<file path="src/rtl/dispatch_stage.sv">
// -----------------------------------------------------------------------------
// dispatch_stage
//
// Single-entry pipeline stage between rename and the issue queue. Each
// accepted renamed instruction is captured in a hold register and offered
// to the issue queue one cycle later. The stage keeps a busy table with one
// bit per physical register, and records which ROB entry owns each pending
// preg. It tags every source with a "still pending" state on the way into
// the issue queue.
//
// Wakeups from two writeback ports clear busy bits. They also clear the
// pending state of the instruction that is being held, so no wakeup is lost
// while the issue queue stalls. A redirect flush kills a younger held
// instruction and releases the busy bits owned by younger instructions.
//
// Parameters
//   PREG_LOG   physical register index width
//   ROB_LOG    ROB index width (a separate wrap flag is also carried)
//   PAYLOAD_W  opaque payload width, passed through unmodified
//
// Ports
//   clock, reset_n                  clock (rising edge), async active-low reset
//   in_*                            renamed instruction from rename, in_ready back
//   enq_*                           registered instruction to the issue queue
//   enq_src1_state/enq_src2_state   1 = source operand still pending
//   wb0_*, wb1_*                    writeback wakeup ports
//   flush_*                         redirect flush with the ROB tag of the redirect
//   perf_dispatch_cnt               enq handshakes   (only with DISPATCH_PERF_CNT_EN)
//   perf_stall_cnt                  stalled in_valid cycles (only with DISPATCH_PERF_CNT_EN)
//
// Build option
//   `define DISPATCH_PERF_CNT_EN adds the two 32-bit performance counters.
// -----------------------------------------------------------------------------
module dispatch_stage #(
  parameter int PREG_LOG  = 6,
  parameter int ROB_LOG   = 6,
  parameter int PAYLOAD_W = 128
) (
  input  logic                 clock,
  input  logic                 reset_n,

  input  logic                 in_valid,
  output logic                 in_ready,
  input  logic [PREG_LOG-1:0]  in_prs1,
  input  logic [PREG_LOG-1:0]  in_prs2,
  input  logic [PREG_LOG-1:0]  in_prd,
  input  logic                 in_src1_is_reg,
  input  logic                 in_src2_is_reg,
  input  logic                 in_need_to_wb,
  input  logic                 in_robidx_flag,
  input  logic [ROB_LOG-1:0]   in_robidx,
  input  logic [PAYLOAD_W-1:0] in_payload,

  output logic                 enq_valid,
  input  logic                 enq_ready,
  output logic [PREG_LOG-1:0]  enq_prs1,
  output logic [PREG_LOG-1:0]  enq_prs2,
  output logic [PREG_LOG-1:0]  enq_prd,
  output logic                 enq_src1_is_reg,
  output logic                 enq_src2_is_reg,
  output logic                 enq_need_to_wb,
  output logic                 enq_robidx_flag,
  output logic [ROB_LOG-1:0]   enq_robidx,
  output logic [PAYLOAD_W-1:0] enq_payload,
  output logic                 enq_src1_state,
  output logic                 enq_src2_state,

  input  logic                 wb0_valid,
  input  logic                 wb0_need_to_wb,
  input  logic [PREG_LOG-1:0]  wb0_prd,
  input  logic                 wb1_valid,
  input  logic                 wb1_need_to_wb,
  input  logic [PREG_LOG-1:0]  wb1_prd,

`ifdef DISPATCH_PERF_CNT_EN
  output logic [31:0]          perf_dispatch_cnt,
  output logic [31:0]          perf_stall_cnt,
`endif

  input  logic                 flush_valid,
  input  logic                 flush_robidx_flag,
  input  logic [ROB_LOG-1:0]   flush_robidx
);

  localparam int NPREG = 1 << PREG_LOG;

  logic                 out_valid;
  logic [NPREG-1:0]     busy;
  logic [NPREG-1:0]     busy_next;
  logic [NPREG-1:0]     wb_clr;
  logic [NPREG-1:0]     flush_clr;
  logic [ROB_LOG:0]     owner [NPREG];

  logic accept;
  logic enq_fire;
  logic hold_younger;
  logic src1_pending;
  logic src2_pending;
  logic hold_src1_hit;
  logic hold_src2_hit;

  // The wrap flag flips the sense of the index compare once the ROB pointer
  // has wrapped past the redirect point.
  function automatic logic is_younger(input logic             f_flag,
                                      input logic [ROB_LOG-1:0] f_idx,
                                      input logic             x_flag,
                                      input logic [ROB_LOG-1:0] x_idx);
    return (f_flag ^ x_flag) ^ (f_idx < x_idx);
  endfunction

  function automatic logic wake_hit(input logic                v,
                                    input logic                need,
                                    input logic [PREG_LOG-1:0] wp,
                                    input logic [PREG_LOG-1:0] p);
    return v & need & (wp == p);
  endfunction

  assign hold_younger = is_younger(flush_robidx_flag, flush_robidx,
                                   enq_robidx_flag, enq_robidx);
  assign enq_valid    = out_valid & ~(flush_valid & hold_younger);
  assign enq_fire     = enq_valid & enq_ready;
  assign in_ready     = (~out_valid | enq_ready) & ~flush_valid;
  assign accept       = in_valid & in_ready;

  // The lookup reads the table before this cycle's update. An instruction whose
  // source matches its own destination therefore sees the older producer.
  // A same-cycle wakeup is folded in so that the dispatched state is current.
  assign src1_pending = busy[in_prs1] & in_src1_is_reg
                      & ~wake_hit(wb0_valid, wb0_need_to_wb, wb0_prd, in_prs1)
                      & ~wake_hit(wb1_valid, wb1_need_to_wb, wb1_prd, in_prs1);
  assign src2_pending = busy[in_prs2] & in_src2_is_reg
                      & ~wake_hit(wb0_valid, wb0_need_to_wb, wb0_prd, in_prs2)
                      & ~wake_hit(wb1_valid, wb1_need_to_wb, wb1_prd, in_prs2);

  assign hold_src1_hit = wake_hit(wb0_valid, wb0_need_to_wb, wb0_prd, enq_prs1)
                       | wake_hit(wb1_valid, wb1_need_to_wb, wb1_prd, enq_prs1);
  assign hold_src2_hit = wake_hit(wb0_valid, wb0_need_to_wb, wb0_prd, enq_prs2)
                       | wake_hit(wb1_valid, wb1_need_to_wb, wb1_prd, enq_prs2);

  // NOTE: every signal written in this block gets a default first, so no
  // path leaves a value unassigned and no latch is inferred.
  always_comb begin
    wb_clr    = '0;
    flush_clr = '0;
    if (wb0_valid & wb0_need_to_wb) wb_clr[wb0_prd] = 1'b1;
    if (wb1_valid & wb1_need_to_wb) wb_clr[wb1_prd] = 1'b1;
    if (flush_valid) begin
      for (int p = 0; p < NPREG; p++)
        flush_clr[p] = is_younger(flush_robidx_flag, flush_robidx,
                                  owner[p][ROB_LOG], owner[p][ROB_LOG-1:0]);
    end
    busy_next = busy & ~wb_clr & ~flush_clr;
    // The set is applied last so that it wins over a same-cycle clear.
    if (accept & in_need_to_wb & (in_prd != '0)) busy_next[in_prd] = 1'b1;
    busy_next[0] = 1'b0;
  end

  // NOTE: sequential state uses non-blocking assignments only. All flops then
  // see pre-edge values, whatever order the blocks evaluate in.
  always_ff @(posedge clock or negedge reset_n) begin
    if (!reset_n) begin
      out_valid      <= 1'b0;
      busy           <= '0;
      enq_src1_state <= 1'b0;
      enq_src2_state <= 1'b0;
    end else begin
      busy <= busy_next;
      if (accept) begin
        out_valid      <= 1'b1;
        enq_src1_state <= src1_pending;
        enq_src2_state <= src2_pending;
      end else begin
        if ((flush_valid & hold_younger) | enq_fire) out_valid <= 1'b0;
        if (hold_src1_hit) enq_src1_state <= 1'b0;
        if (hold_src2_hit) enq_src2_state <= 1'b0;
      end
    end
  end

  // NOTE: the payload fields and the owner table are deliberately left
  // without a reset. They are only read behind out_valid or a busy bit, and
  // not resetting them allows the owner table to be built as plain storage.
  always_ff @(posedge clock) begin
    if (accept) begin
      enq_prs1        <= in_prs1;
      enq_prs2        <= in_prs2;
      enq_prd         <= in_prd;
      enq_src1_is_reg <= in_src1_is_reg;
      enq_src2_is_reg <= in_src2_is_reg;
      enq_need_to_wb  <= in_need_to_wb;
      enq_robidx_flag <= in_robidx_flag;
      enq_robidx      <= in_robidx;
      enq_payload     <= in_payload;
      if (in_need_to_wb) owner[in_prd] <= {in_robidx_flag, in_robidx};
    end
  end

`ifdef DISPATCH_PERF_CNT_EN
  always_ff @(posedge clock or negedge reset_n) begin
    if (!reset_n) begin
      perf_dispatch_cnt <= '0;
      perf_stall_cnt    <= '0;
    end else begin
      if (enq_fire)              perf_dispatch_cnt <= perf_dispatch_cnt + 32'd1;
      if (in_valid & ~in_ready)  perf_stall_cnt    <= perf_stall_cnt + 32'd1;
    end
  end
`endif

endmodule

</file>
<file path="config.mk">
export PLATFORM = sky130hd
export DESIGN_NAME = dispatch_stage
export DESIGN_NICKNAME = d
export VERILOG_FILES = /design/src/rtl/dispatch_stage.sv
export SDC_FILE = /design/constraint.sdc
export NUM_CORES = 1
export LEC_CHECK = 0
export BUFFER_PORTS_ARGS = -buffer_cell sky130_fd_sc_hd__buf_4
export CAP_MARGIN = 20
export CORE_AREA = 2 2 339 173
export CTS_CLUSTER_DIAMETER = 200
export DETAILED_ROUTE_END_ITERATION = 12
export DIE_AREA = 0 0 341 175
export PLACE_DENSITY = 0.9
export SYNTH_ARGS = -nofsm -noshare
export SYNTH_HDL_FRONTEND = slang
export SYNTH_SLANG_ARGS = --single-unit
</file>
<file path="constraint.sdc">
create_clock -name clock -period 4.6 [get_ports clock]
set_input_delay 0.69 -clock clock [delete_from_list [all_inputs] [get_ports clock]]
set_output_delay 0.69 -clock clock [all_outputs]
set_load 0.03 [all_outputs]
</file>
Word level (Yosys, flattened, before mapping)
Memories as Yosys holds them, arrays and structs flattened.
Cells that the tools add are included.
{"block": "op_classes", "magnitude_cmp": 73, "bitwise_logic": 170, "n_mux": 23, "eq_ne": 8, "reduce_logical": 7}
{"operator": "less-than comparator 6 bit", "count": 65}
{"operator": "two-way mux 64 bit", "count": 4}
{"operator": "XOR 1 bit", "count": 130}
{"operator": "bitwise AND 64 bit", "count": 2}
{"operator": "NOT 64 bit", "count": 2}
{"operator": "OR 64 bit", "count": 2}
{"operator": "equality test 6 bit", "count": 8}
{"operator": "less-than comparator 6 x 7 -> 1 bit, second input constant", "count": 5}
{"operator": "bitwise AND 1 bit", "count": 23}
{"operator": "demux 1 bit (select 6 bit)", "count": 3}
{"operator": ">= comparator 6 x 1 -> 1 bit, second input constant", "count": 3}
{"operator": "two-way mux 1 bit", "count": 14}
{"operator": "binary-select mux 1 bit (select 6 bit)", "count": 2}
{"operator": "NOT 1 bit", "count": 7}
{"operator": "nonzero test 2 bit", "count": 3}
{"operator": "nonzero test 6 bit", "count": 1}
{"operator": "OR 1 bit", "count": 4}
{"operator": "logical AND 1 bit", "count": 3}
{"block": "word_totals", "mem_count": 1, "reg_bits": 222, "inputBits": 184, "ramBits": 448, "word_cells": 295}
{"memory": "owner", "depth": 64, "word_bits": 7, "read_ports": 64, "rd_clocked_by_memory_dff": 0, "wr": 1, "line_no": "92", "source": "logic [ROB_LOG:0] owner [NPREG];"}

Depth between registers and ports, before layout
{"block": "logic_depth", "ltp_word": 12, "ltp_mapped": 9, "ltp_nobuf": 9}

Worst setup path after synthesis
OpenSTA, ideal clock, no wires.
{"block": "synth_path", "kind": "input to register", "startpoint": "in enq_ready", "endpoint": "mem owner[16][0] in the netlist's numbering (enable)", "stages": 7, "required_ps": 4233, "path_slack_ps": 400, "n_path_buf": 0, "arrival_ps": 3833, "cell_sequence": "nor2b_2 > nor2_4 > nand2_2 > inv_2 > and2_2 > nand3b_1 > nor2_1"}
{"block": "synth_via", "elab_chain_len": 5}
{"element": "start, declared", "line_no": "55", "source": "input logic enq_ready,"}
{"element": "OR 1 bit", "line_no": "122", "source": "assign in_ready = (~out_valid | enq_ready) & ~flush_valid;"}
{"element": "bitwise AND 1 bit", "line_no": "122"}
{"element": "via in_ready", "line_no": "43", "source": "output logic in_ready,"}
{"element": "bitwise AND 1 bit", "line_no": "123", "source": "assign accept = in_valid & in_ready;"}
{"element": "via accept", "line_no": "94", "source": "logic accept;"}
{"element": "two-way mux 1 bit", "line_no": "184", "source": "if (accept) begin"}
{"element": "two-way mux 1 bit (not written as such)", "line_no": "194", "source": "if (in_need_to_wb) owner[in_prd] <= {in_robidx_flag, in_robidx};"}
{"element": "end, declared", "line_no": "92"}
The timed path passes the listed nets, and every way through them passes these cells.

Worst setup path in the final report
{"block": "layout_path", "startpoint": "reg enq_robidx[1]", "endpoint": "out enq_valid"}
{"block": "layout_via", "elab_chain_len": 5}
{"element": "start, declared", "line_no": "63", "source": "output logic [ROB_LOG-1:0] enq_robidx,"}
{"element": "start signal, assigned", "line_no": "192", "source": "enq_robidx <= in_robidx;"}
{"element": "less-than comparator 6 bit", "line_no": "108", "source": "return (f_flag ^ x_flag) ^ (f_idx < x_idx);"}
{"element": "XOR 1 bit", "line_no": "108"}
{"element": "bitwise AND 1 bit", "line_no": "120", "source": "assign enq_valid = out_valid & ~(flush_valid & hold_younger);"}
{"element": "NOT 1 bit", "line_no": "120"}
{"element": "bitwise AND 1 bit", "line_no": "120"}
{"element": "end, declared", "line_no": "54", "source": "output logic enq_valid,"}
No other way between the ends.

==> qor.csv <==
stage,metric,value,unit
global_route,grtUsageTotal,34.4,%
yosys,synthArstFlopShare,9.95,%
global_route,grt_pass1_wl,151000,um
finish,largest_register_ffs,441,
cts,cts_tree,yes,
yosys,ys_seq_area_share,58.1,%
yosys,synth_flop_cell,edfxtp_1,
job,cap_violations,0,
yosys,synth_nets,3188,
power,powerDensity,335,nW/um2
place,place_congestion,1.02,
sta,rsz0062_at_grt,no,
worst_setup_path,cp.buffers_inverters,2,
worst_setup_path,end_kind,primary output,
finish,final_cell_mix,"edfxtp_1 (597), buf_4 (358), inv_1 (329)",
worst_setup_path,cp_common_cell,a21o_1,
floorplan,core.rowCount,62,
floorplan,fp.dieH,175,um
drt,ant_nets,0,
cts,cts_hold_buf,0,
power,irDropWorstVdd,0.268,mV
floorplan,ioPinCount,344,
place,hpwl,69100,um
global_route,grt_pass1_vias,24600,
finish,final_common_cell,edfxtp_1,
global_route,gr-total-overflow,0,
cts,clk_path_buf_depth,3,
drt,vias,24000,
hold_path,hp-class,primary input to async pin,
drt,wire_per_inst,26.9,um
yosys,syn_area,33700,um2
worst_setup_path,max_stage_delay,0.52,ns
cts,cts_resized,0,
drt,dr.pass1.iters,6,
worst_setup_path,critical_path_class,flip-flop to primary output,
power,p_leak,15.7,nW
global_route,grt_max_degree,102,
status,status,finished clean,
cts,root_buffer,clkbuf_16,
place,io_buffers,343,
drt,drc_errors,0,
sta,max_freq,282,MHz
worst_setup_path,cp_slowest_cell,edfxtp_1,
finish,area_growth,15.3,%
worst_setup_path,worstPathRequired,3.91,ns
sta,setup_viol,0,
drt,drt_iter0_drc,3152,
worst_setup_path,cp_max_fo,2,
yosys,ys_seq_elements,663,
finish,regMostFlops,owner,
sta,clock_skew,0.0375,ns
yosys,avgSynthCellArea,12.6,um2
finish,fill_cells,3838,
yosys,yosys_warnings,0,
drt,drt-vias-per-instance,6.24,
worst_setup_path,crit_path_start_kind,flip-flop,
finish,layout.nets,3524,
floorplan,initial_core_util,59.4,%
sta,final_max_slew_viol_count,0,
finish,top_regs,"owner x441, enq_payload x128, busy x63",
finish,drive_gt1_share,17.7,%
worst_setup_path,path_cells,inv_1 -> ha_1 -> a21o_1 -> a21o_1 -> a211oi_2 -> o21bai_1 -> xor2_1 -> a21boi_1 -> buf_4,
floorplan,fp.dieArea,59700,um2
sta,max_slew_margin,24.5,%
sta,finalCriticalPeriod,3.54,ns
cts,clk_pin_slew,0.07,ns
worst_setup_path,cp.arrival,2.85,ns
floorplan,core,56700,um2
sta,hold_slack,0.132,ns
cts,cts_buffers,57,
yosys,synth-edff-count,597,
cts,h-tree-depth,2,
sta,period_share,77.0,%
global_route,antenna_found_initial,7,
sta,finalSetupTns,0,ns
sta,hold_viol,0,
worst_setup_path,cpLargestDelayFamily,compound AO/OA/AOI/OAI gates,
cts,clock_sink_count,663,
drt,routed_wl,104000,um
yosys,synth_cell_type_count,65,
yosys,synthCells,2684,
cts,clkLatencyLatePin,0.65,ns
cts,cts_setup_buffers,0,
sta,worstMarginPinSlew,1.13,ns
floorplan,die_width,341,um
==> layer usage <==
layer	track usage (%)	vias up	routed length, um
li1	-	10300	-
met1	47.8	11800	40700
met2	50.7	1564	45300
met3	11.9	290	14200
met4	11.6	6	3350
met5	0	-	44
==> power breakdown <==
group | total (mW) | switching (mW) | leakage (nW) | internal [mW]
clock network | 5.02 | 2.29 | 0.918 | 2.74
registers | 6.70 | 0.0435 | 6.33 | 6.65
logic | 1.30 | 0.849 | 8.45 | 0.447
total | 13.0 | 3.18 | 15.7 | 9.84
==> logic make-up after synthesis <==
group           synth area share [%]
flops                           58.1
simple gates                    10.5
compound gates                  7.71
buf+inv                         4.93
fa+ha+maj                       11.9
xor+xnor                        2.94
mux                             3.91
==> layout make-up <==
| type | instances | area (um2) | area share, % |
|---|---|---|---|
| multi-input combinational | 1609 | 12500 | 32.1 |
| antenna | 5 | 12.5 | 0.0322 |
| sequential | 663 | 19600 | 50.4 |
| clock buffer | 72 | 1510 | 3.89 |
| timing repair buffer | 359 | 2700 | 6.95 |
| clock inverter | 36 | 390 | 1.00 |
| inverter | 330 | 1240 | 3.20 |
| tap | 768 | 961 | 2.47 |
==> worst paths after layout <==
check                                                  end                        from  cells past startpoint  slack, ns
worst min-delay path                    busy[17]$_DFF_PN0_                     reset_n                      1       0.13
min in group clock               enq_payload[58]$_DFFE_PP_              in_payload[58]                      1       0.24
worst max register to register          busy[34]$_DFF_PN0_       out_valid$_DFFE_PN0P_                      9       1.22
max in group asynchronous               busy[23]$_DFF_PN0_                     reset_n                      2       3.48
worst max-delay path                             enq_valid     enq_robidx[1]$_DFFE_PP_                      9       1.06
worst min register to register  enq_src1_state$_DFFE_PN0P_  enq_src1_state$_DFFE_PN0P_                      2       0.65
==> synthesized netlist by cell type (all sizes together), types with 8 or more instances <==
cell	instances	share of area [%]
edfxtp	597	53
inv	330	3.7
ha	320	12
nor2	206	2.5
o21ai	149	2.2
a21oi	147	2.2
nand2b	126	2.3
nand2	89	1.0
xnor2	88	2.3
nand3b	79	1.8
mux2i	71	2.1
nor2b	71	1.3
dfrtp	66	4.9
o22ai	63	1.2
buf	45	0.82
o221a	43	1.4
clkbuf	36	0.40
mux4	26	1.7
xor2	25	0.65
nand4	16	0.30
nand3	14	0.21
nor4	11	0.27
a2111oi	8	0.25
or3	8	0.15
==> metrics by stage <==
stage | instance area, um2 | std cells | power [mW] | util [%] | setup WS, ns
floorplan | 33700 | 2684 | 7.46 | - | 0.400
global placement | 36900 | 3729 | 8.01 | 65.1 | 1.31
detailed placement | 36900 | 3729 | 8.08 | 65.1 | 1.16
CTS | 38800 | 3837 | 13.0 | 68.5 | 1.13
global route | 38800 | 3838 | 13.3 | 68.5 | 1.04
finish | 38900 | 3842 | 13.0 | 68.5 | 1.06
(Power assumes the default switching activity.)
